File: src/rtl/sha_out_seq_if.sv
//------------------------------------------------------------------------------
// Module   : sha_out_seq_if
// Purpose  : Bundles the SHA digest-word handshake, the shift-register drive
//            and the hash-valid/ack handshake used by sha_out_seq.
// Ports    : word_valid/word_in/word_ready/nonce_in - digest word stream in
//            abort, clr_err                           - control
//            sr_shift_enable/sr_serial_in             - stp_sr_8 drive
//            hash_valid/hash_ack/nonce_out            - downstream handshake
//            word_count/hash_count/err_overrun        - status
// Modports : master - producer/consumer side; slave - the sequencer itself
// Revision : 1.0 - initial release
//------------------------------------------------------------------------------
`default_nettype none

interface sha_out_seq_if #(
  parameter int CNT_W = 4
);
  logic             word_valid;
  logic [31:0]      word_in;
  logic             word_ready;
  logic [31:0]      nonce_in;
  logic             abort;
  logic             sr_shift_enable;
  logic [31:0]      sr_serial_in;
  logic             hash_valid;
  logic             hash_ack;
  logic [31:0]      nonce_out;
  logic [CNT_W-1:0] word_count;
  logic [31:0]      hash_count;
  logic             err_overrun;
  logic             clr_err;

  modport master (
    output word_valid, word_in, nonce_in, abort, hash_ack, clr_err,
    input  word_ready, sr_shift_enable, sr_serial_in, hash_valid,
           nonce_out, word_count, hash_count, err_overrun
  );

  modport slave (
    input  word_valid, word_in, nonce_in, abort, hash_ack, clr_err,
    output word_ready, sr_shift_enable, sr_serial_in, hash_valid,
           nonce_out, word_count, hash_count, err_overrun
  );
endinterface

`default_nettype wire

File: src/rtl/sha_out_seq.sv
//------------------------------------------------------------------------------
// Module   : sha_out_seq
// Purpose  : Output sequencer for the SHA digest path. Accepts NWORDS digest
//            words, drives the serial-to-parallel shift register, tags the
//            completed hash with its nonce and hands it downstream through a
//            hash_valid/hash_ack handshake. Provides abort, a sticky overrun
//            flag and a completed-hash counter.
// Ports    : clk   - system clock, rising edge
//            n_rst - asynchronous active-low reset
//            bus   - sha_out_seq_if.slave (see interface for signal list)
// Revision : 1.0 - initial release
//------------------------------------------------------------------------------
`default_nettype none

module sha_out_seq #(
  parameter int NWORDS = 8,
  parameter int CNT_W  = 4
) (
  input  wire logic    clk,
  input  wire logic    n_rst,
  sha_out_seq_if.slave bus
);

  typedef enum logic [1:0] {
    S_IDLE    = 2'd0,
    S_COLLECT = 2'd1,
    S_FULL    = 2'd2
  } state_t;

  localparam logic [CNT_W-1:0] c_last_idx = CNT_W'(NWORDS - 1);
  localparam logic [CNT_W-1:0] c_one      = CNT_W'(1);

  state_t           r_state;
  state_t           w_state_nxt;
  logic [CNT_W-1:0] r_word_count;
  logic             r_hash_valid;
  logic [31:0]      r_nonce_out;
  logic [31:0]      r_hash_count;
  logic             r_err_overrun;

  logic             w_ready;
  logic             w_accept;
  logic             w_ack_taken;

  // Abort suppresses acceptance so a word arriving with abort never shifts.
  assign w_ready     = (r_state != S_FULL);
  assign w_accept    = bus.word_valid & w_ready & ~bus.abort;
  assign w_ack_taken = (r_state == S_FULL) & bus.hash_ack & ~bus.abort;

  always_comb begin
    w_state_nxt = r_state;
    if (bus.abort) begin
      w_state_nxt = S_IDLE;
    end else begin
      case (r_state)
        S_IDLE: begin
          if (w_accept) begin
            w_state_nxt = (NWORDS == 1) ? S_FULL : S_COLLECT;
          end
        end
        S_COLLECT: begin
          // The word being accepted now is the last one of the hash.
          if (w_accept && (r_word_count == c_last_idx)) begin
            w_state_nxt = S_FULL;
          end
        end
        S_FULL: begin
          if (bus.hash_ack) begin
            w_state_nxt = S_IDLE;
          end
        end
        default: w_state_nxt = S_IDLE;
      endcase
    end
  end

  always_ff @(posedge clk or negedge n_rst) begin
    if (!n_rst) begin
      r_state <= S_IDLE;
    end else begin
      r_state <= w_state_nxt;
    end
  end

  // hash_valid is registered from the next state so it tracks state==FULL
  // exactly without any combinational path to the downstream comparator.
  always_ff @(posedge clk or negedge n_rst) begin
    if (!n_rst) begin
      r_hash_valid <= 1'b0;
    end else begin
      r_hash_valid <= (w_state_nxt == S_FULL);
    end
  end

  always_ff @(posedge clk or negedge n_rst) begin
    if (!n_rst) begin
      r_word_count <= '0;
    end else if (bus.abort) begin
      r_word_count <= '0;
    end else if (w_accept) begin
      r_word_count <= (r_state == S_IDLE) ? c_one : (r_word_count + c_one);
    end else if (w_ack_taken) begin
      r_word_count <= '0;
    end
  end

  // Nonce is tagged on the first word only and survives abort untouched.
  always_ff @(posedge clk or negedge n_rst) begin
    if (!n_rst) begin
      r_nonce_out <= '0;
    end else if (w_accept && (r_state == S_IDLE)) begin
      r_nonce_out <= bus.nonce_in;
    end
  end

  always_ff @(posedge clk or negedge n_rst) begin
    if (!n_rst) begin
      r_hash_count <= '0;
    end else if (w_ack_taken) begin
      r_hash_count <= r_hash_count + 32'd1;
    end
  end

  // Set has priority over clear so an overrun in the clear cycle is kept.
  always_ff @(posedge clk or negedge n_rst) begin
    if (!n_rst) begin
      r_err_overrun <= 1'b0;
    end else if ((r_state == S_FULL) && bus.word_valid) begin
      r_err_overrun <= 1'b1;
    end else if (bus.clr_err) begin
      r_err_overrun <= 1'b0;
    end
  end

  assign bus.word_ready      = w_ready;
  assign bus.sr_shift_enable = w_accept;
  assign bus.sr_serial_in    = bus.word_in;
  assign bus.hash_valid      = r_hash_valid;
  assign bus.nonce_out       = r_nonce_out;
  assign bus.word_count      = r_word_count;
  assign bus.hash_count      = r_hash_count;
  assign bus.err_overrun     = r_err_overrun;

endmodule

`default_nettype wire

File: src/flat_wrapper.sv
// flat-port wrapper written by rule: the top's interface ports become plain ports
module sha_out_seq_flat 
#(
  parameter int NWORDS = 8,
  parameter int CNT_W  = 4
)
  (clk, n_rst, bus_word_valid, bus_word_in, bus_nonce_in, bus_abort, bus_hash_ack, bus_clr_err, bus_word_ready, bus_sr_shift_enable, bus_sr_serial_in, bus_hash_valid, bus_nonce_out, bus_word_count, bus_hash_count, bus_err_overrun);
  sha_out_seq_if #(.CNT_W(CNT_W)) bus_i ();
  input  wire logic clk;
  input  wire logic n_rst;
  input wire logic [$bits(bus_i.word_valid)-1:0] bus_word_valid;
  input wire logic [$bits(bus_i.word_in)-1:0] bus_word_in;
  input wire logic [$bits(bus_i.nonce_in)-1:0] bus_nonce_in;
  input wire logic [$bits(bus_i.abort)-1:0] bus_abort;
  input wire logic [$bits(bus_i.hash_ack)-1:0] bus_hash_ack;
  input wire logic [$bits(bus_i.clr_err)-1:0] bus_clr_err;
  output wire logic [$bits(bus_i.word_ready)-1:0] bus_word_ready;
  output wire logic [$bits(bus_i.sr_shift_enable)-1:0] bus_sr_shift_enable;
  output wire logic [$bits(bus_i.sr_serial_in)-1:0] bus_sr_serial_in;
  output wire logic [$bits(bus_i.hash_valid)-1:0] bus_hash_valid;
  output wire logic [$bits(bus_i.nonce_out)-1:0] bus_nonce_out;
  output wire logic [$bits(bus_i.word_count)-1:0] bus_word_count;
  output wire logic [$bits(bus_i.hash_count)-1:0] bus_hash_count;
  output wire logic [$bits(bus_i.err_overrun)-1:0] bus_err_overrun;
  assign bus_i.word_valid = bus_word_valid;
  assign bus_i.word_in = bus_word_in;
  assign bus_i.nonce_in = bus_nonce_in;
  assign bus_i.abort = bus_abort;
  assign bus_i.hash_ack = bus_hash_ack;
  assign bus_i.clr_err = bus_clr_err;
  assign bus_word_ready = bus_i.word_ready;
  assign bus_sr_shift_enable = bus_i.sr_shift_enable;
  assign bus_sr_serial_in = bus_i.sr_serial_in;
  assign bus_hash_valid = bus_i.hash_valid;
  assign bus_nonce_out = bus_i.nonce_out;
  assign bus_word_count = bus_i.word_count;
  assign bus_hash_count = bus_i.hash_count;
  assign bus_err_overrun = bus_i.err_overrun;
  sha_out_seq #(.NWORDS(NWORDS), .CNT_W(CNT_W)) u_core (.clk(clk), .n_rst(n_rst), .bus(bus_i));
endmodule
File: config.mk
export PLATFORM = sky130hd
export DESIGN_NAME = sha_out_seq_flat
export DESIGN_NICKNAME = d
export VERILOG_FILES = /design/src/rtl/sha_out_seq_if.sv /design/src/rtl/sha_out_seq.sv /design/src/flat_wrapper.sv
export SDC_FILE = /design/constraint.sdc
export NUM_CORES = 1
export LEC_CHECK = 0
export CAP_MARGIN = 10
export CORE_UTILIZATION = 40
export DETAILED_ROUTE_END_ITERATION = 8
export GPL_TIMING_DRIVEN = 0
export PLACE_DENSITY = 0.83
export SLEW_MARGIN = 20
export SYNTH_ARGS = -nofsm -noshare
export SYNTH_HDL_FRONTEND = slang
export SYNTH_SLANG_ARGS = --single-unit
File: constraint.sdc
create_clock -name clk -period 1.8 [get_ports clk]
set_input_delay 0.36 -clock clk [delete_from_list [all_inputs] [get_ports clk]]
set_output_delay 0.36 -clock clk [all_outputs]
set_load 0.02 [all_outputs]
Word-level counts from Yosys, hierarchy flattened
Cells that the tools add are included. W data, S select, Z words.

Bits of input ports: 70. Output and inout port bits: 104. Latch bits: 0. Bits in writable memories: 0. Memories kept: 0. ROM bits: 0. Bits in registers: 72. Logic and storage cells: 35.

Magnitude comparators: 0. $mul: 0. $add $sub $neg: 2. Bitwise gates (word level): 5. Divide/modulo/power cells: 0. Equality and inequality tests: 5. Shift-type cells: 0. Reductions and logical operators: 6. Mux-type cells: 11.

Operators with widths (number): $add A32 B1 Y32 const B (1); $mux W4 (4); $mux W2 (4); $pmux W2 S3 (1); $add A4 B1 Y4 const B (1); $and A1 B1 Y1 (4); $eq A2 B2 Y1 const B (2); $eq A4 B3 Y1 const B (1); $logic_and A1 B1 Y1 (3); $reduce_bool A3 Y1 (1); $eq A2 B1 Y1 const B (1); $logic_not A2 Y1 (1); $mux W1 (2); $ne A2 B2 Y1 const B (1); $reduce_bool A2 Y1 (1); $not A1 Y1 (1).

Logic depth before layout (Yosys ltp)
Depth in word-level cells: 8. Gate-level depth with buffers: 6. Depth with buffers taken out: 5.

Least setup slack after synthesis
OpenSTA, ideal clock, no wires.

Path kind: reg-to-reg. From: register u_core.r_hash_count[16] (netlist: u_core.bus.hash_count[16]). To: register u_core.r_hash_count[31] (netlist: u_core.bus.hash_count[31]). Library setup time: 79 ps. Path slack: 43 ps. Arrival: 1678 ps. Path buffers: 0. Required time: 1721 ps. Stages on the path, launching flop included: 5. Period minus slack after synthesis: 1757 ps. Cell sequence: dfrtp_1 > nand4_1 > or4b_4 > nor4_4 > xor2_1.

Word-level cells in the longest chain between the ends: 1.

Ends and longest elaborated chain: start: declaration (line sha_out_seq.sv:38) `logic [31:0] r_hash_count;`; start signal: assignment (line sha_out_seq.sv:120) `r_hash_count <= r_hash_count + 32'd1;`; $add A32 B1 Y32 (line sha_out_seq.sv:120).

No other way between the ends. A chain may end at the register's enable or synchronous reset.

Worst setup path after layout
From: register u_core.r_state[0]. To: output bus_sr_shift_enable.

Word-level cells in the longest chain between the ends: 3.

Ends and longest elaborated chain: start: declaration (line sha_out_seq.sv:33) `state_t r_state;`; start signal: assignment (line sha_out_seq.sv:81) `r_state <= w_state_nxt;`; $ne A2 B2 Y1 (line sha_out_seq.sv:46) `assign w_ready = (r_state != S_FULL);`; $and A1 B1 Y1 (2 in a row) (line sha_out_seq.sv:47) `assign w_accept = bus.word_valid & w_ready & ~bus.abort;`; end: declaration (line flat_wrapper.sv:18) `output wire logic [$bits(bus_i.sr_shift_enable)-1:0] bus_sr_shift_enable;`.

No other way between the ends.

==> impl_metrics.json <==
{
  "dp_cells": 524,
  "p_total_uw": 4380,
  "die_area_mm2": 0.00888,
  "drive_above_1_share_pct": 28.5,
  "insertion_delay_ps": 330,
  "clkPwrFrac_pct": 36.3,
  "p_int_uw": 3290,
  "gr-total-overflow": 0,
  "grt_setup_unrepaired": "true",
  "synthToLayoutAreaGrowth_pct": 59.4,
  "ys_warn_count": 0,
  "max_freq_ghz": 0.563,
  "p_switching_uw": 1090,
  "num_rows": 33,
  "leakage_uw": 0.00258,
  "top_layer_used": "met4",
  "dp_hpwl_um": 6030,
  "die_x_um": 94.3,
  "critPathMaxFanout": 10,
  "setup_viol": 0,
  "criticalPathCategory": "register to output pin",
  "wl_met1_um": 3200,
  "post_synth_num_cell_types": 37,
  "p_comb_share_pct": 21.9,
  "drt-pass1-iter-count": 4,
  "start_kind": "register",
  "timing.final.crit_period_ps": 1780,
  "dr_wl_met3_um": 671,
  "rr_endpoint": "u_core.bus.hash_count[27]$_DFFE_PN0P_",
  "worstMarginPinSlew_ps": 508,
  "slew_viol_final": 0,
  "grt_pass1_vias": 2590,
  "final_area_mm2": 0.00543,
  "utilization_pct": 66.1,
  "crit_arrival_ps": 1420,
  "grt.total_usage_pct": 17.9,
  "drcViolationCount": 0,
  "ant_nets": 0,
  "place.gp.congestion": 0.799,
  "synthesis.nets": 349,
  "drtIter0Drc": 64,
  "numCtsBuffers": 9,
  "hold_class": "input port to asynchronous set/reset pin",
  "num_vias": 2738,
  "syn_inst": 277,
  "clockBufferDepth": 2,
  "fin_cells": 551,
  "required_ps": 1440,
  "core_mm2": 0.00822,
  "io_pins": 174,
  "rr_startpoint": "u_core.bus.hash_count[14]$_DFFE_PN0P_",
  "met2_length_um": 4300,
  "grt_pass1_wl_um": 12300,
  "power_frac_seq_pct": 41.8,
  "cts_tree": "built",
  "via_per_inst": 4.97,
  "ys_seq_elements": 72,
  "drv_cap": 0,
  "start_util_pct": 41.4,
  "nets": 513,
  "clockRootBuffer": "clkbuf_8",
  "antenna_cells": 0,
  "status": "finished clean",
  "switching_share_pct": 24.9,
  "portBuffers": 141,
  "fin_tns_setup_ps": 0,
  "hold_viol_final": 0,
  "maxSlewHeadroom_pct": 65.9,
  "rr_worst_depth": 4,
  "ff2ff_setup_slack_ps": 50,
  "cp-end-kind": "output pin",
  "wl_per_cell_um": 14.9,
  "finalClockSkew_ps": 8.35,
  "dpl_cell_area_mm2": 0.00497,
  "power_density_mw_per_mm2": 807,
  "cts.sinks": 72,
  "ir_drop_mv": 0.420,
  "clk_pin_slew_worst_paths_ps": 80,
  "grt_max_degree": 56,
  "syn_area_mm2": 0.00340,
  "antenna_found_initial": 0,
  "period_share_pct": 98.7,
  "syn_area_per_cell_um2": 12.3,
  "finalWirelength_um": 8230,
  "ys_seq_area_share_pct": 52.9,
  "htree_levels": 3,
  "die_y_um": 94.3
}
## synth_stat cells
| cell type | number | area share, % |
|---|---|---|
| clkbuf_1 | 1 | 0.11 |
| o21ai_0 | 5 | 0.73 |
| nand2_1 | 14 | 1.5 |
| mux2_2 | 31 | 10 |
| and3b_1 | 3 | 0.77 |
| a211oi_1 | 1 | 0.22 |
| nor4_2 | 3 | 1.1 |
| nand2b_1 | 2 | 0.37 |
| nand4_4 | 1 | 0.62 |
| nor4_4 | 2 | 1.2 |
| or4b_4 | 2 | 0.81 |
| a22o_1 | 2 | 0.51 |
| a2111oi_0 | 1 | 0.26 |
| nand4_1 | 8 | 1.5 |
| buf_2 | 5 | 0.73 |
| nand3b_1 | 2 | 0.44 |
| buf_4 | 32 | 7.1 |
| xor2_1 | 21 | 5.4 |
| ha_1 | 2 | 0.73 |
| a21oi_1 | 2 | 0.29 |
| nor2b_1 | 1 | 0.18 |
| xnor2_1 | 10 | 2.6 |
| inv_1 | 6 | 0.66 |
| nor2_1 | 8 | 0.88 |
| nor4_1 | 2 | 0.37 |
| and2_1 | 3 | 0.55 |
| nor3_1 | 8 | 1.2 |
| nor4bb_1 | 1 | 0.29 |
| nand3_1 | 9 | 1.3 |
| and4_1 | 1 | 0.26 |
| mux2_1 | 2 | 0.66 |
| and4b_1 | 2 | 0.59 |
| o31ai_1 | 1 | 0.22 |
| nor3_2 | 4 | 1.2 |
| and3_1 | 6 | 1.1 |
| nand4_2 | 1 | 0.37 |
| dfrtp_1 | 72 | 53 |
## repair_timing
| action | CTS | global route |
|---|---|---|
| setup buffers | 5 | 4 |
| hold endpoints to repair | 17 | 0 |
| hold buffers | 1 | 0 |
| resized for setup | 23 | 24 |
| setup endpoints to repair | 55 | 39 |
| gates cloned | 0 | 1 |
| pin swaps | 1 | 5 |
## critical path: stages (launching register included)
cell,delay (ps)
dfrtp_1,360
clkbuf_4,220
nor2b_4,70
nor2_2,160
clkdlybuf4s15_2,280
## through the flow
step	setup WS (ps)	hold slack (ps)
after floorplan	42.5	64.4
after global placement	-2060	459
after detailed placement	-667	256
after CTS	4.71	456
after global routing	-39.0	476
final	23.1	460
## layout by cell type (no fill, tap or decap), types with 6 or more instances in the layout
master / instances
clkbuf_8: 11
clkdlybuf4s50_1: 125
nand2_1: 14
buf_4: 46
inv_1: 6
dfrtp_1: 66
nand3_1: 9
dlygate4sd2_1: 6
xnor2_1: 10
nand4_1: 8
nor2_1: 7
dlymetal6s2s_1: 7
dfrtp_2: 6
xor2_1: 21
nor3_1: 7
mux2_2: 31
## state kept, by name (all words and copies together) (netlist names)
name                    count
u_core.bus.err_overrun      1
u_core.bus.hash_count      32
u_core.bus.hash_valid       1
u_core.bus.nonce_out       32
u_core.bus.word_count       4
u_core.r_state              2
## cell families (layout without fill, tap and decap cells)
family                   after synthesis  count (layout)  synth area share, %
AND/OR/NAND/NOR                       83              83                 16.6
flip-flops                            72              72                 52.9
buffers and inverters                 44             213                 8.56
multiplexers                          33              33                 10.9
XOR/XNOR                              31              31                 7.97
AO/OA/AOI/OAI                         12              12                 2.24
adder cells (fa/ha/maj)                2               2                0.735
## routing by layer
metal	vias to the layer above	global-route usage, %
li1	1265	-
met1	1343	22.2
met2	121	30.4
met3	9	4.45
met4	0	5.64
met5	-	0
## worst max-delay path by stage
stage | end | slack (ps) | depth (start not counted) | from
after floorplan | u_core.bus.hash_count[31]$_DFFE_PN0P_ | 40 | 4 | u_core.bus.hash_count[16]$_DFFE_PN0P_
after global placement | u_core.bus.nonce_out[20]$_DFFE_PN0P_ | -2060 | 1 | n_rst
after detailed placement | u_core.bus.nonce_out[7]$_DFFE_PN0P_ | -670 | 5 | bus_abort
after CTS | u_core.bus.hash_count[27]$_DFFE_PN0P_ | 5 | 7 | bus_hash_ack
after global routing | u_core.bus.hash_count[27]$_DFFE_PN0P_ | -40 | 4 | u_core.bus.hash_count[17]$_DFFE_PN0P_
final | bus_sr_shift_enable | 20 | 4 | u_core.r_state[0]$_DFF_PN0_
## power groups by stage
stage	registers [uW]	logic, uW	clock network, uW
2_1_floorplan	2040	261	0
3_3_place_gp	1850	937	0
3_5_place_dp	1870	960	0
4_1_cts	1830	967	1620
5_1_grt	1850	1010	1690
6_report	1830	957	1590
## area by class of cell
type / instances / area [um2]
Timing Repair Buffer: 153 / 1550
Inverter: 6 / 22.5
Buffer: 38 / 293
Multi-Input combinational cell: 161 / 1370
Tap cell: 105 / 131
Sequential cell: 72 / 1810
Clock buffer: 11 / 151
Clock inverter: 5 / 103
Fill cell: 625 / 2790
No activity file was read; power rests on OpenSTA's default activity.
